$ cat src/rtl/inta_sequencer.sv
`default_nettype none
// +--------------------------------------------------------------------------+
// | Module   : inta_sequencer                                                |
// | Purpose  : Interrupt-acknowledge control stage of the PIC. Counts INTA   |
// |            pulses, freezes the winning level and the mode bits at the    |
// |            first pulse, pulses ISR-set / IRR-clear, supplies the bytes   |
// |            the data bus buffer drives (CALL + vector address in MCS-80   |
// |            mode, vector number in 8086 mode) and issues AEOI clears.     |
// | Options  : `define INTA_SEQ_TIMEOUT_EN abandons a sequence when no INTA  |
// |            edge arrives within TIMEOUT_CYCLES clocks.                    |
// | Ports    : clk        system clock, rising edge                          |
// |            rst_n      asynchronous active-low reset                      |
// |            inta_n     CPU acknowledge strobe (active low, clk-synchronous)|
// |            int_req    resolver has an unmasked winner                    |
// |            int_level  winning level                                      |
// |            upm/adi/aeoi/icw1_a7_5/icw2  programmed mode bits             |
// |            int_out    INT pin to the CPU                                 |
// |            d_out/d_oe byte and drive enable for the data bus buffer      |
// |            isr_set/irr_clr/isr_clr  one-hot single-cycle pulses          |
// |            seq_busy   an acknowledge sequence is in progress             |
// | Revision : 1.0 - initial release                                         |
// +--------------------------------------------------------------------------+
module inta_sequencer #(
  parameter int TIMEOUT_CYCLES = 255
) (
  input  logic       clk,
  input  logic       rst_n,
  input  logic       inta_n,
  input  logic       int_req,
  input  logic [2:0] int_level,
  input  logic       upm,
  input  logic       adi,
  input  logic       aeoi,
  input  logic [2:0] icw1_a7_5,
  input  logic [7:0] icw2,
  output logic       int_out,
  output logic [7:0] d_out,
  output logic       d_oe,
  output logic [7:0] isr_set,
  output logic [7:0] irr_clr,
  output logic [7:0] isr_clr,
  output logic       seq_busy
);

  if (TIMEOUT_CYCLES < 1) begin : g_bad_timeout
    $error("TIMEOUT_CYCLES must be at least 1");
  end

  typedef enum logic [2:0] {
    S_IDLE = 3'd0,
    S_P1   = 3'd1,
    S_GAP1 = 3'd2,
    S_P2   = 3'd3,
    S_GAP2 = 3'd4,
    S_P3   = 3'd5
  } state_t;

  state_t     state, next_state;
  logic       inta_q;
  logic       fall, rise;
  logic       load;
  logic       seq_end;
  logic       timeout;

  // Values frozen at the first INTA fall for the rest of the sequence.
  logic [2:0] lvl,  lvl_nxt;
  logic       spur, spur_nxt;
  logic       upm_c,  upm_nxt;
  logic       adi_c,  adi_nxt;
  logic       aeoi_c, aeoi_nxt;
  logic [2:0] a75_c,  a75_nxt;
  logic [7:0] icw2_c, icw2_nxt;

  logic [7:0] d_out_nxt;
  logic       d_oe_nxt;
  logic [7:0] set_nxt;
  logic [7:0] isr_clr_nxt;
  logic       int_out_nxt;

  assign fall = inta_q & ~inta_n;
  assign rise = ~inta_q & inta_n;
  assign load = (state == S_IDLE) && fall;

  assign seq_busy = (state != S_IDLE);

`ifdef INTA_SEQ_TIMEOUT_EN
  localparam int CW = $clog2(TIMEOUT_CYCLES + 1);
  localparam logic [CW-1:0] TO_LAST = CW'(TIMEOUT_CYCLES);

  // Cycles since the last INTA edge while a sequence is open.
  logic [CW-1:0] edge_cnt;

  assign timeout = (state != S_IDLE) && !fall && !rise && (edge_cnt == TO_LAST);

  always_ff @(posedge clk or negedge rst_n) begin
    if (!rst_n) begin
      edge_cnt <= '0;
    end else if ((state == S_IDLE) || fall || rise || timeout) begin
      edge_cnt <= '0;
    end else begin
      edge_cnt <= edge_cnt + 1'b1;
    end
  end
`else
  assign timeout = 1'b0;
`endif

  // Next-state logic.
  always_comb begin
    next_state = state;
    seq_end    = 1'b0;
    case (state)
      S_IDLE: if (fall) next_state = S_P1;
      S_P1:   if (rise) next_state = S_GAP1;
      S_GAP1: if (fall) next_state = S_P2;
      S_P2: begin
        if (rise) begin
          if (upm_c) begin
            next_state = S_IDLE;
            seq_end    = 1'b1;
          end else begin
            next_state = S_GAP2;
          end
        end
      end
      S_GAP2: if (fall) next_state = S_P3;
      S_P3: begin
        if (rise) begin
          next_state = S_IDLE;
          seq_end    = 1'b1;
        end
      end
      default: next_state = S_IDLE;
    endcase
    // An abandoned sequence never issues the AEOI clear.
    if (timeout) begin
      next_state = S_IDLE;
      seq_end    = 1'b0;
    end
  end

  // Capture values as they will be after this edge, so the registered bus
  // byte for the first pulse already uses the freshly frozen mode bits.
  always_comb begin
    lvl_nxt  = lvl;
    spur_nxt = spur;
    upm_nxt  = upm_c;
    adi_nxt  = adi_c;
    aeoi_nxt = aeoi_c;
    a75_nxt  = a75_c;
    icw2_nxt = icw2_c;
    if (load) begin
      lvl_nxt  = int_req ? int_level : 3'd7;
      spur_nxt = ~int_req;
      upm_nxt  = upm;
      adi_nxt  = adi;
      aeoi_nxt = aeoi;
      a75_nxt  = icw1_a7_5;
      icw2_nxt = icw2;
    end
  end

  // Registered outputs are derived from the state being entered.
  always_comb begin
    d_out_nxt   = 8'h00;
    d_oe_nxt    = 1'b0;
    set_nxt     = 8'h00;
    isr_clr_nxt = 8'h00;
    int_out_nxt = (next_state == S_IDLE) && int_req;

    case (next_state)
      S_P1: begin
        if (!upm_nxt) begin
          d_out_nxt = 8'hCD;       // CALL opcode
          d_oe_nxt  = 1'b1;
        end
      end
      S_P2: begin
        d_oe_nxt = 1'b1;
        if (upm_nxt) begin
          d_out_nxt = {icw2_nxt[7:3], lvl_nxt};
        end else if (adi_nxt) begin
          d_out_nxt = {a75_nxt, lvl_nxt, 2'b00};
        end else begin
          d_out_nxt = {a75_nxt[2:1], lvl_nxt, 3'b000};
        end
      end
      S_P3: begin
        d_oe_nxt  = 1'b1;
        d_out_nxt = icw2_nxt;
      end
      default: begin
        d_out_nxt = 8'h00;
        d_oe_nxt  = 1'b0;
      end
    endcase

    if (load && int_req) begin
      set_nxt = 8'h01 << int_level;
    end
    if (seq_end && aeoi_c && !spur) begin
      isr_clr_nxt = 8'h01 << lvl;
    end
  end

  always_ff @(posedge clk or negedge rst_n) begin
    if (!rst_n) begin
      state    <= S_IDLE;
      inta_q   <= 1'b1;
      lvl      <= 3'd0;
      spur     <= 1'b0;
      upm_c    <= 1'b0;
      adi_c    <= 1'b0;
      aeoi_c   <= 1'b0;
      a75_c    <= 3'd0;
      icw2_c   <= 8'h00;
      int_out  <= 1'b0;
      d_out    <= 8'h00;
      d_oe     <= 1'b0;
      isr_set  <= 8'h00;
      irr_clr  <= 8'h00;
      isr_clr  <= 8'h00;
    end else begin
      state    <= next_state;
      inta_q   <= inta_n;
      lvl      <= lvl_nxt;
      spur     <= spur_nxt;
      upm_c    <= upm_nxt;
      adi_c    <= adi_nxt;
      aeoi_c   <= aeoi_nxt;
      a75_c    <= a75_nxt;
      icw2_c   <= icw2_nxt;
      int_out  <= int_out_nxt;
      d_out    <= d_out_nxt;
      d_oe     <= d_oe_nxt;
      isr_set  <= set_nxt;
      irr_clr  <= set_nxt;
      isr_clr  <= isr_clr_nxt;
    end
  end

endmodule
`default_nettype wire
$ cat config.mk
export PLATFORM = sky130hd
export DESIGN_NAME = inta_sequencer
export DESIGN_NICKNAME = d
export VERILOG_FILES = /design/src/rtl/inta_sequencer.sv
export SDC_FILE = /design/constraint.sdc
export NUM_CORES = 1
export LEC_CHECK = 0
export CAP_MARGIN = 0
export CORE_MARGIN = 5
export CORE_UTILIZATION = 48
export DETAILED_ROUTE_END_ITERATION = 8
export GPL_TIMING_DRIVEN = 0
export PLACE_DENSITY = 0.84
export SLEW_MARGIN = 0
export SYNTH_ARGS = -nofsm -noshare
export SYNTH_HDL_FRONTEND = slang
export SYNTH_SLANG_ARGS = --single-unit
$ cat constraint.sdc
create_clock -name clk -period 2.5 [get_ports clk]
set_input_delay 0.5 -clock clk [delete_from_list [all_inputs] [get_ports clk]]
set_output_delay 0.5 -clock clk [all_outputs]
set_load 0.01 [all_outputs]
==> metrics.txt <==
status finished, final reports clean; Clock Tree Root clkbuf_8; CORE AREA ~0.0044 mm^2; Antenna Cells 0; DP HPWL ~3.6 mm; post-layout min period about 2200 ps; Cell variety after synth 39; Post-Syn Area approximately 0.0022 mm^2; Util after Layout 65.8%; area delta synth->final 32.8%; path category of the worst min-delay check in2async; FFs w/ async S/R, synth between 90% and 100%; die area 0.00594 mm^2; Starting Density 49.6%; crit end category output port; DR iter-0 viols roughly 140; Initial DRT Pass Iterations 4; max_cap viols 0; register bit total from synthesis 48; Synth Net Count about 240; Setup TNS 0 ps; routed metal-1 wire length ~2.0 mm; Cell Pwr Density roughly 890 mW/mm^2; Final Setup Violations 0; register area share after synthesis 55.7%; worst r2r src state[0]; H-tree levels 2; CP Launch Type flip-flop; Die X between 70 and 80 um; max incr delay on CP 490 ps; hold slack 205 ps; Leak around 0.0013 uW; share of layout cells above drive strength 1 between 10 and 15%; FF-to-FF End d_out[7]; Overflow after GRT 0; via count 1,754; worst path cell trace nor3_4 > inv_2 > clkdlybuf4s50_1; CTS Hold Bufs 0; Post-synth EDFFs 0; DP Area around 0.0028 mm^2; crit path DAT ~1700 ps; Antenna Nets Post-Route 0; Required @ worst endpoint ~2000 ps; RSZ-0062 raised after global routing false; Crit path max-delay family buffers and inverters; ys flop type dfrtp_1; Die Height approximately 77 um; routed length per instance 14.7 um; Final Hold Viols 0; Ys Warns 0; Crit Path Category reg2out; total clock sinks 48; Syn Area/Cell between 9 and 10 um^2; R2R setup slack around 570 ps; Layout Nets between 200 and 300; vias in the first global route around 1,700; Vias/cell 5.30; clk_lat worst skew about 300 ps; IO buf count 53; Max Used Layer met4; post-route cell area approximately 0.0029 mm^2; cell row count 24; Slew headroom roughly half; crit-path max FO 8; Max Clk Rate about 0.46 GHz; GP Congestion between 0.8 and 0.9; CTS tree yes; Synth Instances 217; # resized after CTS 0; CTS Buf Count 5; Pins Over Slew Limit 0; DR WL met3 323 um; slowest cell on the critical path clkdlybuf4s50_1; final wirelength roughly 4.9 mm; fin crit share between 80% and 90%; Worst VDD drop 0.000433 V; worst clock skew slightly above 7 ps; IO Pins 56; metal2 WL about 2.4 mm; first-pass GRT wire length between 8 and 9 mm; Worst Max-Slew Pin Slew roughly 740 ps; DRC 0; global-route usage over all layers 17.2%; CTS max path bufs 2; largest net degree at the start of global routing 26; Worst-path clk slew around 80 ps; Worst Reg2Reg Path Length in Cells 5; initial antenna violation count 0; Post-CTS Setup Bufs 0; worst path buffer plus inverter count 2
through the flow:
stage,total power (uW),setup WS [ps],cells
after floorplan,1740,753,217
after global placement,2050,-282,322
after global routing,2740,244,331
after detailed placement,2090,197,323
final,2550,309,331
after CTS,2560,298,331
per-layer routing:
layer,global-route usage (%),vias to the layer above
met2,29.5,55
met5,0,-
met4,5.33,0
li1,-,847
met1,21.5,843
met3,3.98,9
where the power goes:
part | leakage [uW] | switching, uW | internal [uW]
Clock | 0.0000455 | 240 | 226
Sequential | 0.000620 | 140 | 992
Combinational | 0.000609 | 508 | 441
registers in the layout, indices dropped and copies added (netlist names):
signal and count:
d_out 8, icw2_c 8, irr_clr 8, isr_clr 8, a75_c 3, lvl 3
state 3, adi_c 1, aeoi_c 1, d_oe 1, int_out 1, inta_q 1
spur 1, upm_c 1
worst register-to-register path, stage by stage (launching register included):
cell and delay (ps):
dfrtp_1 450, nor3_4 360, inv_2 90, nor3_4 210
mux2_2 390, a311o_1 320
worst max path at each step:
stage | slack [ps] | startpoint | depth (start not counted) | end
2_1_floorplan | 750 | state[0] | 5 | d_out[7]
3_3_place_gp | -280 | rst_n | 1 | icw2_c[4]
3_5_place_dp | 200 | inta_n | 6 | irr_clr[5]
4_1_cts | 300 | state[0] | 3 | seq_busy
5_1_grt | 240 | state[0] | 3 | seq_busy
6_report | 310 | state[0] | 3 | seq_busy
cell usage after synthesis (3+ instances only):
library cell	count	area (um^2)
nand2_1	48	180
dfrtp_1	47	1180
nor2_1	19	71.3
o21ai_0	11	55.1
buf_4	10	75.1
inv_1	7	26.3
mux2i_1	7	70.1
nor3_1	6	30.0
a21oi_1	5	25.0
clkbuf_1	5	18.8
nand3_1	5	25.0
nor2b_1	5	31.3
a22oi_1	3	22.5
buf_2	3	15.0
nand2b_1	3	18.8
nand3b_1	3	22.5
placed cells by master (no fill, tap or decap), drive strengths merged, types with 3 or more instances in the layout:
| cell type | synthesis | final |
|---|---|---|
| mux2i | 7 | 7 |
| nor2b | 5 | 5 |
| dfrtp | 47 | 47 |
| inv | 8 | 8 |
| nand3b | 3 | 3 |
| nor2 | 19 | 19 |
| nand2b | 3 | 3 |
| a22oi | 3 | 3 |
| nor3 | 8 | 8 |
| nand2 | 48 | 48 |
| nand3 | 5 | 5 |
| buf | 14 | 16 |
| a21oi | 5 | 5 |
| clkdlybuf4s50 | 0 | 52 |
| o21ai | 11 | 11 |
| clkbuf | 5 | 13 |
cells by family after synthesis:
group / share of synthesized area [%]
compound gates: 11.9
xor+xnor: 0.406
buf+inv: 6.96
flops: 55.7
mux: 4.29
simple gates: 20.8
layout make-up:
cell class,count,area (um^2)
fill,351,1490
sequential,48,1200
multi-input combinational,142,806
timing repair buffer,54,553
buffer,19,120
clock buffer,8,90.1
tap,52,65.1
inverter,8,30.0
No activity file was read; power rests on OpenSTA's default activity.
